### src/rtl/pipe_ctrl_pkg.sv
// Shared definitions for the pipeline controller: stall bus layout, stop levels,
// stall patterns per requesting stage and the controller state encoding.
package pipe_ctrl_pkg;

    localparam int STALL_W = 6;

    localparam int STG_PC  = 0;
    localparam int STG_IF  = 1;
    localparam int STG_ID  = 2;
    localparam int STG_EX  = 3;
    localparam int STG_MEM = 4;
    localparam int STG_WB  = 5;

    localparam logic STOP   = 1'b1;
    localparam logic NOSTOP = 1'b0;

    // A stalled stage freezes itself and every stage upstream of it.
    localparam logic [STALL_W-1:0] STALL_NONE    = 6'b000000;
    localparam logic [STALL_W-1:0] STALL_FROM_IF = 6'b000011;
    localparam logic [STALL_W-1:0] STALL_FROM_ID = 6'b000111;
    localparam logic [STALL_W-1:0] STALL_FROM_EX = 6'b001111;
    localparam logic [STALL_W-1:0] STALL_FROM_ME = 6'b011111;

    typedef enum logic {
        ST_RUN  = 1'b0,
        ST_PEND = 1'b1
    } state_e;

endpackage

### src/rtl/pipe_ctrl_perf_cnt.sv
// Enable-driven free-running counter that wraps modulo 2^CNT_W.
module perf_cnt #(
    parameter int CNT_W = 32
) (
    input  logic             clk,
    input  logic             rst,
    input  logic             en_i,
    output logic [CNT_W-1:0] cnt_o
);

    logic [CNT_W-1:0] cnt_q;
    logic [CNT_W-1:0] cnt_d;

    always_comb begin
        cnt_d = cnt_q;
        if (en_i) begin
            cnt_d = cnt_q + CNT_W'(1);
        end
    end

    always_ff @(posedge clk) begin
        if (rst) begin
            cnt_q <= '0;
        end else begin
            cnt_q <= cnt_d;
        end
    end

    assign cnt_o = cnt_q;

endmodule

### src/rtl/pipe_ctrl.sv
// Pipeline hazard controller: stall bus, branch flush/redirect sequencing,
// stall watchdog and performance counters.
module pipe_ctrl
    import pipe_ctrl_pkg::*;
#(
    parameter int WDOG_LIMIT = 1024,
    parameter int CNT_W      = 32
) (
    input  logic               clk,
    input  logic               rst,
    input  logic               stallreq_if,
    input  logic               stallreq_id,
    input  logic               stallreq_ex,
    input  logic               stallreq_mem,
    input  logic               ex_b_flag_i,
    input  logic [31:0]        ex_b_target_i,
    output logic [STALL_W-1:0] stall,
    output logic               flush,
    output logic               redirect_o,
    output logic [31:0]        redirect_pc_o,
    output logic               hang_o,
    output logic [CNT_W-1:0]   cnt_cycle_o,
    output logic [CNT_W-1:0]   cnt_stall_o,
    output logic [CNT_W-1:0]   cnt_flush_o
);

    localparam int WD_W = $clog2(WDOG_LIMIT + 1);
    localparam logic [WD_W-1:0] WD_MAX = WD_W'(WDOG_LIMIT);

    state_e      state_q, state_d;
    logic [31:0] pend_pc_q, pend_pc_d;
    logic [WD_W-1:0] wd_q, wd_d;
    logic        hang_q, hang_d;
    logic        accept;

    always_comb begin
        stall = STALL_NONE;
        if (stallreq_mem) begin
            stall = STALL_FROM_ME;
        end else if (stallreq_ex) begin
            stall = STALL_FROM_EX;
        end else if (stallreq_id) begin
            stall = STALL_FROM_ID;
        end else if (stallreq_if) begin
            stall = STALL_FROM_IF;
        end
    end

    assign accept = ex_b_flag_i && (stall[STG_EX] == NOSTOP) && (state_q == ST_RUN);

    // A redirect held back by a busy fetch stage is parked in pend_pc until fetch frees up;
    // reset suppresses any redirect so a discarded pending branch never reaches the PC.
    always_comb begin
        state_d       = state_q;
        pend_pc_d     = pend_pc_q;
        flush         = 1'b0;
        redirect_o    = 1'b0;
        redirect_pc_o = 32'h0;
        case (state_q)
            ST_RUN: begin
                if (accept) begin
                    flush = 1'b1;
                    if (!stallreq_if) begin
                        redirect_o    = !rst;
                        redirect_pc_o = rst ? 32'h0 : ex_b_target_i;
                    end else begin
                        state_d   = ST_PEND;
                        pend_pc_d = ex_b_target_i;
                    end
                end
            end
            ST_PEND: begin
                flush = 1'b1;
                if (!stallreq_if) begin
                    redirect_o    = !rst;
                    redirect_pc_o = rst ? 32'h0 : pend_pc_q;
                    state_d       = ST_RUN;
                end
            end
            default: state_d = ST_RUN;
        endcase
    end

    always_ff @(posedge clk) begin
        if (rst) begin
            state_q   <= ST_RUN;
            pend_pc_q <= 32'h0;
        end else begin
            state_q   <= state_d;
            pend_pc_q <= pend_pc_d;
        end
    end

    always_comb begin
        wd_d   = '0;
        hang_d = hang_q;
        if (stall[STG_PC] == STOP) begin
            wd_d = (wd_q == WD_MAX) ? WD_MAX : wd_q + WD_W'(1);
        end
        if (wd_d == WD_MAX) begin
            hang_d = 1'b1;
        end
    end

    always_ff @(posedge clk) begin
        if (rst) begin
            wd_q   <= '0;
            hang_q <= 1'b0;
        end else begin
            wd_q   <= wd_d;
            hang_q <= hang_d;
        end
    end

    assign hang_o = hang_q;

    perf_cnt #(.CNT_W(CNT_W)) u_cnt_cycle (
        .clk   (clk),
        .rst   (rst),
        .en_i  (1'b1),
        .cnt_o (cnt_cycle_o)
    );

    perf_cnt #(.CNT_W(CNT_W)) u_cnt_stall (
        .clk   (clk),
        .rst   (rst),
        .en_i  (stall[STG_PC]),
        .cnt_o (cnt_stall_o)
    );

    perf_cnt #(.CNT_W(CNT_W)) u_cnt_flush (
        .clk   (clk),
        .rst   (rst),
        .en_i  (flush),
        .cnt_o (cnt_flush_o)
    );

endmodule
### config.mk
export PLATFORM = sky130hd
export DESIGN_NAME = pipe_ctrl
export DESIGN_NICKNAME = d
export VERILOG_FILES = /design/src/rtl/pipe_ctrl_pkg.sv /design/src/rtl/pipe_ctrl_perf_cnt.sv /design/src/rtl/pipe_ctrl.sv
export SDC_FILE = /design/constraint.sdc
export NUM_CORES = 1
export LEC_CHECK = 0
export CORE_MARGIN = 8
export CORE_UTILIZATION = 40
export CTS_BUF_LIST = sky130_fd_sc_hd__clkbuf_8 sky130_fd_sc_hd__clkbuf_16
export DETAILED_ROUTE_END_ITERATION = 16
export HOLD_SLACK_MARGIN = 0.05
export PLACE_DENSITY = 0.68
export SLEW_MARGIN = 10
export SYNTH_ARGS = -nofsm -noshare
export SYNTH_HDL_FRONTEND = slang
export SYNTH_SLANG_ARGS = --single-unit
### constraint.sdc
create_clock -name clk -period 4.62 [get_ports clk]
set_input_delay 0.924 -clock clk [delete_from_list [all_inputs] [get_ports clk]]
set_output_delay 0.924 -clock clk [all_outputs]
set_load 0.05 [all_outputs]
==> run_results.csv, run 1 <==
group,metric,value,unit
sta,fin_crit,3.91,ns
clocking,postCtsHoldBufs,0,
synth,synth_async_sr_flop_share,0,%
clocking,postCtsSetupBuffers,0,
floorplanning,top_level_ports,176,
sta,slew-limit-headroom,24.0,%
grt,grt_antenna_before_repair,0,
detailed_routing,highest-signal-layer,"met4",
floorplanning,starting_utilization_of_the_core_area,40.8,%
synth,synth_area_per_inst,8.23,um^2
finish,antenna_cells_inserted,0,
synth,synth_seq_cells,141,
finish,finalInstanceArea,0.00930,mm^2
clocking,numCtsBuffers,17,
sta,number_of_setup_violations_in_the_final_report,0,
sta,final_setup_skew,0.00919,ns
outcome,run_status,"finished, final reports clean",
grt,grt_overflow_total,0,
detailed_routing,dr_wl_met2,8980,um
setup_path,critical_path.startpoint_type,"input pin",
finish,synthToLayoutAreaGrowth,44.1,%
setup_path,critical_path.most_common_cell,"sky130_fd_sc_hd__clkdlybuf4s50_1",
clocking,clock_tree_from_tritoncts,"done",
sta,final_hold_viol_count,0,
detailed_routing,met3_length,1340,um
placement,gp_congestion,0.802,
finish,ff_latch_area,0.00282,mm^2
synth,synth.top_cells.by_area,"sky130_fd_sc_hd__dfxtp_1 44%, sky130_fd_sc_hd__xnor2_1 8.3%, sky130_fd_sc_hd__nand2_1 6.1%",
detailed_routing,detail_route.drc_violations,0,
sta,share_of_the_cycle_needed_by_the_critical_path_after_routing,84.6,%
setup_path,delay_of_the_slowest_critical_path_stage,0.86,ns
synth,synthDistinctLibCells,44,
synth,syn-cell-area,0.00645,mm^2
clocking,worst_skew_pair.late_latency,0.42,ns
synth,postSynthNetCount,828,
finish,drive_gt1_share,8.76,%
placement,place_hpwl,13000,um
detailed_routing,iteration_count_of_the_initial_detailed_routing_pass,5,
grt,global_route.usage.total,18.3,%
synth,synth_area_leader_cell,"sky130_fd_sc_hd__dfxtp_1",
grt,wire_length_of_the_first_global_routing_pass,30000,um
finish,num-nets-final,980,
setup_path,endpoint_required_time_on_the_critical_path,3.70,ns
finish,leading_cell_type_in_the_layout_fill_and_taps_excluded,"sky130_fd_sc_hd__dfxtp_1",
synth,synth_edf_count,0,
sta,timing_max_transition_violations_final,0,
sta,timing.setup.tns,0,ns
finish,layout.filler_cells,1371,
placement,placed_cell_area,0.00862,mm^2
setup_path,cpLargestDelayFamily,"buffers and inverters",
synth,post_synth_inst_count,784,
sta,fmax,256,MHz
synth,yosysSeqAreaShare,43.7,%
placement,placement.io_buffers,174,
clocking,clk_pin_slew,0.06,ns
run,maxCapViolCount,0,
setup_path,reg2reg_setup_slack,2.16,ns
setup_path,critical_path_buf_inv_count,2,
clocking,cts_root_buffer,"sky130_fd_sc_hd__clkbuf_16",
clocking,cts_htree_levels,4,
setup_path,critPathCaptureType,"output pin",
synth,synthDominantCellAreaShare,43.7,%
detailed_routing,routed_via_density,5.16,
grt,number_of_global_route_vias_before_repair,5644,
power,total_leakage_power,3.04,nW
detailed_routing,num_vias,6006,
setup_path,cp.arrival,2.99,ns
sta,grt_setup_unrepaired,"no",
finish,commonest_non_fill_non_tap_cells_in_the_layout,"141 x sky130_fd_sc_hd__dfxtp_1, 138 x sky130_fd_sc_hd__clkdlybuf4s50_1, 105 x sky130_fd_sc_hd__nand2_1, 88 x sky130_fd_sc_hd__nor2_1, 61 x sky130_fd_sc_hd__xnor2_1",
grt,grt_start_max_net_pins,84,
floorplanning,die_h,143,um
sta,tightestPinTransition,1.14,ns
setup_path,path_cells,"clkdlybuf4s50_1 > or3b_2 > nand2b_1 > clkdlybuf4s50_1",
clocking,max-clock-path-buffers,2,
floorplanning,std_cell_rows,46,
power,power.ir.vdd_worst,265,uV
detailed_routing,dr_wl_cell,16.1,um
floorplanning,design.die.area,0.0205,mm^2
synth,yosys_warnings,0,
detailed_routing,route.antenna.remaining_nets,0,
min_path,hold_path_class,"reg -> reg",
finish,multiInputGateArea,0.00334,mm^2
floorplanning,die_width,143,um
detailed_routing,wl,18700,um
clocking,ctsResizeCount,0,
detailed_routing,wire_length_the_detailed_router_placed_on_met1,8100,um
setup_path,path_class,"in -> out",
power,cellPowerDensity,322,mW/mm^2
clocking,clock_sink_count,141,
setup_path,cp_slowest_cell,"sky130_fd_sc_hd__clkdlybuf4s50_1",
floorplanning,design.core.area,0.0158,mm^2
setup_path,largest_fanout_on_the_critical_path,6,
synth,synth_top_flop_cell,"sky130_fd_sc_hd__dfxtp_1",
detailed_routing,detailed_route_iter0_violations,262,
flip-flops by register name, summed over array words and instances (netlist names):
signal	count
hang_o	1
pend_pc_q	32
state_q	1
u_cnt_cycle.cnt_o	32
u_cnt_flush.cnt_o	32
u_cnt_stall.cnt_o	32
wd_q	11
routing by layer:
metal | GRT usage (%) | vias up
met2 | 29.8 | 135
met1 | 21.8 | 2827
met4 | 6.32 | 0
met5 | 0 | -
li1 | - | 3028
met3 | 6.71 | 16
metrics by stage:
| stage | power (W) | setup WS, ns | std cells | hold slack, ns | util, % |
|---|---|---|---|---|---|
| 6_report | 0.00300 | 0.710 | 1164 | 0.455 | 58.8 |
| 5_1_grt | 0.00309 | 0.580 | 1164 | 0.468 | 58.8 |
| 4_1_cts | 0.00303 | 0.699 | 1164 | 0.456 | 58.8 |
| 3_5_place_dp | 0.00145 | 0.705 | 1133 | 0.448 | 54.5 |
| 3_3_place_gp | 0.00145 | 0.728 | 1133 | 0.443 | 54.5 |
| 2_1_floorplan | 0.00137 | 0.392 | 784 | 0.436 | - |
synthesized netlist by cell type (3+ instances only):
master	count
sky130_fd_sc_hd__or4_1	6
sky130_fd_sc_hd__nor4_1	35
sky130_fd_sc_hd__xnor2_1	61
sky130_fd_sc_hd__clkbuf_1	37
sky130_fd_sc_hd__nand2_1	105
sky130_fd_sc_hd__or3_1	22
sky130_fd_sc_hd__buf_4	4
sky130_fd_sc_hd__or2_2	3
sky130_fd_sc_hd__nand3_1	33
sky130_fd_sc_hd__nor2_1	88
sky130_fd_sc_hd__nor3_1	21
sky130_fd_sc_hd__a22o_1	33
sky130_fd_sc_hd__nor3b_1	3
sky130_fd_sc_hd__o31ai_1	4
sky130_fd_sc_hd__ha_1	5
sky130_fd_sc_hd__and2_1	6
sky130_fd_sc_hd__inv_1	25
sky130_fd_sc_hd__nand4_1	17
sky130_fd_sc_hd__o21ai_0	20
sky130_fd_sc_hd__xor2_1	16
sky130_fd_sc_hd__and4_1	10
sky130_fd_sc_hd__a21oi_1	56
sky130_fd_sc_hd__dfxtp_1	141
sky130_fd_sc_hd__nor2b_1	3
sky130_fd_sc_hd__and3_1	5
power breakdown:
| group | switching, W | internal (W) |
|---|---|---|
| Clock | 0.000518 | 0.00105 |
| Combinational | 0.000109 | 0.0000736 |
| Sequential | 0.0000142 | 0.00123 |
| Total | 0.000641 | 0.00236 |
worst min-delay path, cell delays in order, from the launching register on:
cell and delay, ns:
sky130_fd_sc_hd__dfxtp_1 0.31, sky130_fd_sc_hd__nand2_1 0.05, sky130_fd_sc_hd__a21oi_1 0.05
final timing paths:
kind | start | depth (start not counted) | endpoint
setup / recovery | stallreq_mem | 4 | flush
hold / removal | pend_pc_q[2] | 2 | pend_pc_q[2]
setup reg to reg | u_cnt_stall.cnt_o[6] | 5 | u_cnt_stall.cnt_o[26]
hold reg to reg | pend_pc_q[2] | 2 | pend_pc_q[2]
layout make-up:
cell class | instances | share of cell area, %
Multi-Input combinational cell | 571 | 35.9
Sequential cell | 141 | 30.3
Timing Repair Buffer | 180 | 22.5
Clock buffer | 20 | 5.02
Tap cell | 216 | 2.91
Clock inverter | 11 | 2.30
Inverter | 25 | 1.01
logic make-up after synthesis:
group	Yosys count	synth area share, %
buffers and inverters	72	4.73
xor gates and xnor gates	77	10.4
muxes	3	0.485
AOI/OAI and AO/OA	119	11.6
DFF	141	43.7
and+or+nand+nor	366	28.0
adders and majority gates	5	0.969
other	1	0.0581
Note: power is estimated with default switching activity, not from simulation.
==> run 2, diff against run 1 <==
Clock period 4.62 ns to 3.75 ns, I/O delays scaled along.
==> run 2 against run 1 <==
Effect of this change:
- sequential power up 23%
- clock power up 4%
- utilization down 0.10 points
- setup slack worse by 0.34 ns
- sequential share of layout area up 0.053 points
- die area unchanged
- critical path type unchanged
- clock skew up 0.0048 ns
- cell area down 0.17%
- sequential cell count unchanged
==> run_results.csv, run 2 (same netlist as run 1, synthesis figures left out) <==
group,metric,value,unit
outcome,run_status,"finished, final reports clean",
clocking,postCtsSetupBuffers,0,
power,total_power,0.00341,W
floorplanning,std_cell_rows,46,
detailed_routing,route.antenna.remaining_nets,0,
power,total_leakage_power,3.03,nW
setup_path,critical_path_buf_inv_count,3,
floorplanning,design.core.area,0.0158,mm^2
setup_path,endpoint_required_time_on_the_critical_path,3.00,ns
setup_path,critPathCaptureType,"output pin",
clocking,postCtsHoldBufs,0,
clocking,worst_skew_pair.late_latency,0.41,ns
clocking,ctsResizeCount,0,
finish,antenna_cells_inserted,0,
floorplanning,design.die.area,0.0205,mm^2
setup_path,critical_path.most_common_cell,"sky130_fd_sc_hd__buf_12",
detailed_routing,wl,18100,um
detailed_routing,iteration_count_of_the_initial_detailed_routing_pass,4,
min_path,hold_path_class,"reg -> reg",
finish,synthToLayoutAreaGrowth,43.9,%
grt,grt_overflow_total,0,
detailed_routing,routed_via_density,5.11,
finish,num-nets-final,985,
grt,grt_start_max_net_pins,78,
setup_path,cpLargestDelayFamily,"buffers and inverters",
finish,drive_gt1_share,9.54,%
run,maxCapViolCount,0,
detailed_routing,detail_route.drc_violations,0,
floorplanning,top_level_ports,176,
sta,timing.setup.tns,0,ns
grt,grt_antenna_before_repair,0,
grt,wire_length_of_the_first_global_routing_pass,29300,um
sta,grt_setup_unrepaired,"no",
sta,tightestPinTransition,0.833,ns
finish,leading_cell_type_in_the_layout_fill_and_taps_excluded,"sky130_fd_sc_hd__dfxtp_1",
floorplanning,die_h,143,um
setup_path,path_cells,"clkdlybuf4s50_1 > or3b_2 > nor4_2 > buf_12 > a22o_1 > buf_12",
clocking,clk_pin_slew,0.06,ns
finish,layout.filler_cells,1387,
detailed_routing,num_vias,5975,
placement,gp_congestion,0.794,
setup_path,cp.arrival,2.63,ns
grt,number_of_global_route_vias_before_repair,5564,
clocking,numCtsBuffers,17,
clocking,cts_root_buffer,"sky130_fd_sc_hd__clkbuf_16",
setup_path,cp_slowest_cell,"sky130_fd_sc_hd__or3b_2",
floorplanning,starting_utilization_of_the_core_area,40.8,%
power,power.ir.vdd_worst,305,uV
clocking,max-clock-path-buffers,2,
detailed_routing,detailed_route_iter0_violations,262,
finish,commonest_non_fill_non_tap_cells_in_the_layout,"141 x sky130_fd_sc_hd__dfxtp_1, 137 x sky130_fd_sc_hd__clkdlybuf4s50_1, 105 x sky130_fd_sc_hd__nand2_1, 88 x sky130_fd_sc_hd__nor2_1, 61 x sky130_fd_sc_hd__xnor2_1",
power,cellPowerDensity,367,mW/mm^2
clocking,cts_htree_levels,4,
sta,final_setup_skew,0.0140,ns
floorplanning,die_width,143,um
sta,slew-limit-headroom,44.4,%
placement,place_hpwl,13100,um
sta,number_of_setup_violations_in_the_final_report,0,
setup_path,path_class,"in -> out",
sta,timing_max_transition_violations_final,0,
clocking,clock_sink_count,141,
sta,fin_crit,3.38,ns
placement,placement.io_buffers,174,
setup_path,critical_path.startpoint_type,"input pin",
grt,global_route.usage.total,17.7,%
clocking,clock_tree_from_tritoncts,"done",
sta,share_of_the_cycle_needed_by_the_critical_path_after_routing,90.2,%
detailed_routing,dr_wl_cell,15.4,um
setup_path,delay_of_the_slowest_critical_path_stage,0.54,ns
setup_path,largest_fanout_on_the_critical_path,32,
sta,fmax,296,MHz
sta,final_hold_viol_count,0,
sta,hold_ws,0.457,ns
[run 2: cell types whose count changed in the layout (fill, tap and decap cells not counted), sizes merged]
cell           previous run  this run
clkinv                    3         6
bufinv                    6         2
clkdlybuf4s50           138       137
buf                      42        48
clkinvlp                  1         3
[run 2: layout make-up]
cell class,instances,area [um^2],share of cell area (%)
Inverter,25,93.8,1.01
Clock buffer,20,467,5.03
Clock inverter,12,120,1.29
Tap cell,216,270,2.91
Timing Repair Buffer,185,2170,23.4
Multi-Input combinational cell,571,3340,36.0
Sequential cell,141,2820,30.4
[run 2: path summary, 6_finish.rpt]
path | start | to | slack (ns) | cells past startpoint
hold / removal | pend_pc_q[14] | pend_pc_q[14] | 0.46 | 2
setup reg to reg | u_cnt_stall.cnt_o[6] | u_cnt_stall.cnt_o[24] | 1.29 | 5
hold reg to reg | pend_pc_q[14] | pend_pc_q[14] | 0.46 | 2
setup / recovery | stallreq_mem | redirect_pc_o[20] | 0.37 | 6
[run 2: worst register-to-register path, delay by kind of cell (launching register included)]
| family | cells | cell delay, ns |
|---|---|---|
| and+or+nand+nor | 4 | 1.82 |
| DFF | 1 | 0.43 |
| AOI/OAI and AO/OA | 1 | 0.14 |
[run 2: through the flow]
step | worst slack, ns | area (um^2) | cells | utilization [%]
final | 0.368 | 9290 | 1170 | 58.7
after global routing | 0.238 | 9290 | 1170 | 58.7
after CTS | 0.368 | 9290 | 1170 | 58.7
after detailed placement | 0.388 | 8700 | 1138 | 55.0
after global placement | 0.412 | 8700 | 1138 | 55.0
after floorplan | 0.330 | 6460 | 784 | -
[run 2: report_power, final]
group          internal [W]  switching (W)
clock network       0.00102       0.000617
registers           0.00152      0.0000180
logic             0.0000952       0.000136
total               0.00263       0.000771
[run 2: routing by layer]
layer	up-vias	GRT usage (%)	routed length [um]
met5	-	0	0
met4	0	5.54	118
met3	9	7.08	1460
met2	160	26.7	8150
met1	2763	22.7	8330
li1	3043	-	-
==> variant 1: new RTL, config.mk and constraints of run 2 <==
Reset style: asynchronous (`rst`), changed in 3 clocked blocks.
--- a/src/rtl/pipe_ctrl_perf_cnt.sv
+++ b/src/rtl/pipe_ctrl_perf_cnt.sv
@@ -20,3 +20,3 @@
 
-    always_ff @(posedge clk) begin
+    always_ff @(posedge clk or posedge rst) begin
         if (rst) begin
--- a/src/rtl/pipe_ctrl.sv
+++ b/src/rtl/pipe_ctrl.sv
@@ -83,3 +83,3 @@
 
-    always_ff @(posedge clk) begin
+    always_ff @(posedge clk or posedge rst) begin
         if (rst) begin
@@ -104,3 +104,3 @@
 
-    always_ff @(posedge clk) begin
+    always_ff @(posedge clk or posedge rst) begin
         if (rst) begin
Behaviour: differs if rst is asserted again (counterexample within 4 cycles, from zero or initial values and one cycle with rst high); with rst held inactive, the same outputs for 10 cycles.
==> variant 1 against run 2 <==
- sequential cell count stayed put
- synthesized area grew 0.56%
- routed wire length down 8.2%
- critical path depth unchanged
- worst setup slack improved by 0.074 ns
- first-iteration DRC count shrank 20%
- count of clock-buffer cells in the layout unchanged
- register-to-register slack better by 0.42 ns
- design area up 1.4%
- critical path type unchanged
- critical endpoint unchanged
- largest cell class is now registers
Power is not compared: it rests on default switching activity, and its combinational part moved more than twofold at a synthesized area within 25%.
==> variant 1: results (changes against run 2) <==
Outcome:
- The run finished with clean final reports.

Routing:
- The per-cell routed wire length is 17.0 µm (+10%).
- The via count normalized by instance count is 5.04 (-1.4%).
- The DRC violation total after the first TritonRoute iteration is 210 (-20%).
- The detailed-router iteration count before antenna repair is 4 (unchanged).

Synth:
- The number of enable flip-flop cells after synthesis is 0 (unchanged).
- The number of warnings printed during yosys synthesis is 0 (unchanged).
- The number of distinct library cells after synthesis is 40 (-9.1%).
- Ranked by instance count, the synthesized netlist is headed by 141 x sky130_fd_sc_hd__dfrtp_1, 72 x sky130_fd_sc_hd__xnor2_1, 43 x sky130_fd_sc_hd__nand2_1.
- The synthesized design spends more area on one cell type than any other, namely sky130_fd_sc_hd__dfrtp_1.
- The async set or reset register ratio after synthesis is 1.00 (+1.00).
- The net count of the mapped netlist came to 608 (-27%).
- The register area share after synthesis came to 0.544 (+0.106).
- By area the synthesized netlist is led by sky130_fd_sc_hd__dfrtp_1 54%, sky130_fd_sc_hd__xnor2_1 9.7%, sky130_fd_sc_hd__mux2_2 5.7%, sky130_fd_sc_hd__a22o_1 4.3%, sky130_fd_sc_hd__xor2_1 4.0%.

Critical path:
- The data arrival time at the worst-slack endpoint came to 2.56 ns (-0.07 ns).
- The largest fanout on the critical path is 32 (unchanged).

Place:
- The number of buffers inserted by port buffering is 174 (unchanged).
- The routability congestion estimate is 0.803 (+1.1%).
- The HPWL after detailed placement is 12,500 µm (-4.2%).

STA:
- The slew at the pin closest to its max-slew limit is 0.673 ns (-0.161 ns).
- The final worst clock skew is 0.00556 ns (-0.00843 ns).

Final layout:
- The ratio of cells with drive above 1 in the final layout is 0.170 (+0.0750).
- The number of antenna cells inserted is 0 (unchanged).
- The filler cell count in the final layout was 1,304 (-6.0%).
- The final layout net count came to 788 (-20%).

Clocking:
- The clock-pin transition on the worst setup and hold timing paths is 0.06 ns (about the same).
- The depth of the CTS H-tree is 4 (unchanged).
- The tree is rooted in a sky130_fd_sc_hd__clkbuf_16.
- The later-pin clock latency in the skew report is 0.42 ns.
- The count of buffers added by post-CTS timing repair for setup was 0 (unchanged).
- The number of clock buffers inserted by TritonCTS came to 17 (unchanged).
- The post-cts sizing count came to 0 (unchanged).
- The maximum buffer depth of the clock tree is 2 (unchanged).

Global route:
- The via count of the first global-routing pass is 5,000 (-10%).
- The first-pass GRT wire length was 26,600 µm (-9.1%).
- The pin count of the biggest net entering global routing came to 54 (-31%).
- The combined global-route utilization of all metal layers came to 0.164 (-0.0136).
- The number of antenna violations at the first check in global routing was 0 (unchanged).

Hold path:
- The min-delay analysis places its worst path in the category flop to flop.

Power and ir drop:
- The leakage component of the power is 0.00403 µW.
- The maximum resistive drop on vdd is 0.345 mV.
## variant 1: cell count changes after synthesis, sizes merged, moves of 32 or more
cell / delta
dfrtp: +141
dfxtp: -141
nand2: -61
a21oi: -53
nor2: -47
mux2: +32
## variant 1: layout make-up
| type | count | area (µm²) | share of cell area |
|---|---|---|---|
| clock inverter | 12 | 134 | 0.0142 |
| tap | 216 | 270 | 0.0287 |
| timing repair buffer | 183 | 2140 | 0.228 |
| sequential | 141 | 3530 | 0.375 |
| clock buffer | 20 | 467 | 0.0496 |
| multi-input combinational | 383 | 2800 | 0.298 |
| inverter | 18 | 71.3 | 0.00757 |
## variant 1: cell families after synthesis
logic type | share of synthesized area
AOI/OAI and AO/OA | 0.0590
and+or+nand+nor | 0.166
adders and majority gates | 0.00964
DFF | 0.544
xor gates and xnor gates | 0.138
other | 0.000578
muxes | 0.0572
buffers and inverters | 0.0268
## variant 1: per-stage QoR
step / worst slack, ns / hold slack (ns) / area [µm²] / instances
after global routing: 0.318 / 0.494 / 9420 / 973
after detailed placement: 0.436 / 0.456 / 8820 / 941
after CTS: 0.436 / 0.469 / 9420 / 973
final: 0.442 / 0.461 / 9420 / 973
after floorplan: 0.556 / 0.447 / 6490 / 564
after global placement: 0.477 / 0.460 / 8820 / 941
## variant 1: worst max-delay path: stages
cell and delay (ns):
sky130_fd_sc_hd__clkdlybuf4s50_1 0.42, sky130_fd_sc_hd__or3b_4 0.47, sky130_fd_sc_hd__nor4_4 0.15, sky130_fd_sc_hd__buf_4 0.35
sky130_fd_sc_hd__a22o_1 0.26, sky130_fd_sc_hd__buf_12 0.15
## variant 1: path summary, 6_finish.rpt
path                                       start                    end  slack (ns)  cells past startpoint
setup / recovery                    stallreq_mem      redirect_pc_o[20]        0.44                      6
hold / removal             u_cnt_flush.cnt_o[31]  u_cnt_flush.cnt_o[31]        0.46                      1
min in group asynchronous                    rst   u_cnt_stall.cnt_o[1]        0.81                      2
setup reg to reg            u_cnt_cycle.cnt_o[0]  u_cnt_cycle.cnt_o[18]        1.71                      6
max in group asynchronous                    rst  u_cnt_stall.cnt_o[29]        1.99                      3
hold reg to reg            u_cnt_flush.cnt_o[31]  u_cnt_flush.cnt_o[31]        0.46                      1
## variant 1: routing by layer
| layer | vias to the layer above | wire length [µm] | GRT usage |
|---|---|---|---|
| li1 | 2325 | - | - |
| met1 | 2385 | 7160 | 0.197 |
| met2 | 168 | 7490 | 0.256 |
| met3 | 23 | 1640 | 0.0720 |
| met4 | 0 | 300 | 0.0592 |
| met5 | - | 0 | 0 |
## variant 1: where the power goes
group	internal, µW	switching (µW)	leakage (µW)
sequential	1720	211	0.00182
combinational	420	638	0.00191
clock	1040	648	0.000294
total	3180	1500	0.00403
==> variant 2: new RTL, settings of run 2 <==
Without the edit above. Change the package constant `STALL_W` from 6 to 5.
--- a/src/rtl/pipe_ctrl_pkg.sv
+++ b/src/rtl/pipe_ctrl_pkg.sv
@@ -4,3 +4,3 @@
 
-    localparam int STALL_W = 6;
+    localparam int STALL_W = 5;
 
Interface: changed (resized stall); port bits go from 176 to 175. No check against the original RTL was run, so the function may have changed too.
==> variant 2 against run 2 <==
- synthesized area is 0.17% lower
- sequential cell count unchanged
- sequential share of layout area rose by 0.057 points
- non-clock buffer count is 2 higher
- design area down 0.19%
- final cell count about the same
- first-iteration DRC count down 9.9%
- power shrank 2.7%
- worst setup slack got worse by 0.087 ns
- sequential power about the same
- routed wire length shrank 0.86%
- count of clock-buffer cells in the layout shrank 2
- synthesized cell count down 0.26%
- critical endpoint is now redirect_pc_o[22]
==> variant 2: results (changes against run 2) <==
Final layout:
- The multi-input combinational cell count is 570 (-0.18%).
- The multi-input gate share of the layout cell area is 0.360 (about the same).
- The count of clock-net buffers in the final layout is 18 (-10%).
- The filler cell count in the final layout is 1,426 (+2.8%).
- The relative area of clock buffers and inverters in the final design is 0.0589 (-0.00434).
- The ratio of cells with drive above 1 in the final layout was 0.0953 (-0.0000999).
- The final layout net count is 986 (+0.10%).
- The non-clock buffer count in the final layout is 187 (+1.1%).

Place:
- The number of cells after detailed placement is 1,139 (+0.088%).
- The routability congestion estimate is 0.818 (+3.0%).

Global route:
- The fraction of met2 tracks used by global routing is 0.267 (about the same).
- The routing usage on met1 is 0.225 (-0.00200).
- The first-pass GRT wire length is 29,100 µm (-0.62%).
- The pin count of the biggest net entering global routing was 67 (-14%).
- The met3 usage in global routing is 0.0678 (-0.00301).

Routing:
- The wire length on met2 was 7910 µm (-3.0%).
- The via count normalized by instance count is 5.17 (+1.2%).
- The post-route met1 wirelength is 8300 µm (-0.42%).
- The total met3 wirelength after detailed routing is 1500 µm (+2.4%).
- The per-cell routed wire length is 15.3 µm (-0.94%).

Power and ir drop:
- The internal power contribution is 2530 µW (-4.0%).
- The share of power burned in the clock network is 0.467 (-0.014).
- The leakage component of the power came to 0.00303 µW (-0.13%).

Synth:
- The mux cell area share after synthesis is 0.00485 (+0.00000847).
- The number of distinct library cells after synthesis came to 43 (-2.3%).
- The synthesized netlist cell count was 782 (-0.26%).
- The net count of the mapped netlist is 826 (-0.24%).
- The arithmetic-cell share of the synthesized area counting full adders, half adders and majority gates came to 0.00971 (+0.0000169).
- The share of the synthesized area in compound gates (AO/OA/AOI/OAI) is 0.116 (+0.000203).

Hold path:
- The worst hold path begins at pend_pc_q[13].

Outcome:
- The run finished with clean final reports.

Critical path:
- The largest fanout on the critical path came to 30 (-6.3%).

STA:
- The final worst clock skew was 0.00570 ns (-0.00830 ns).
[variant 2: cells by family (layout without fill, tap and decap cells)]
family / count (synthesis) / after routing
AND/OR/NAND/NOR: 366 / 366
buffers and inverters: 71 / 244
XOR/XNOR: 77 / 77
adder cells (fa/ha/maj): 5 / 5
multiplexers: 3 / 3
flip-flops: 141 / 141
AO/OA/AOI/OAI: 119 / 119
[variant 2: critical path: stages]
cell                              delay [ns]
sky130_fd_sc_hd__clkdlybuf4s50_1        0.48
sky130_fd_sc_hd__or3b_2                 0.54
sky130_fd_sc_hd__nor4_2                 0.31
sky130_fd_sc_hd__buf_12                 0.23
sky130_fd_sc_hd__a22o_1                 0.24
sky130_fd_sc_hd__buf_12                 0.15
[variant 2: path summary, 6_finish.rpt]
check / to / slack, ns / cells past startpoint
worst min-delay path: pend_pc_q[13] / 0.45 / 2
worst min register to register: pend_pc_q[13] / 0.45 / 2
worst max register to register: u_cnt_stall.cnt_o[31] / 1.32 / 5
worst max-delay path: redirect_pc_o[22] / 0.28 / 6
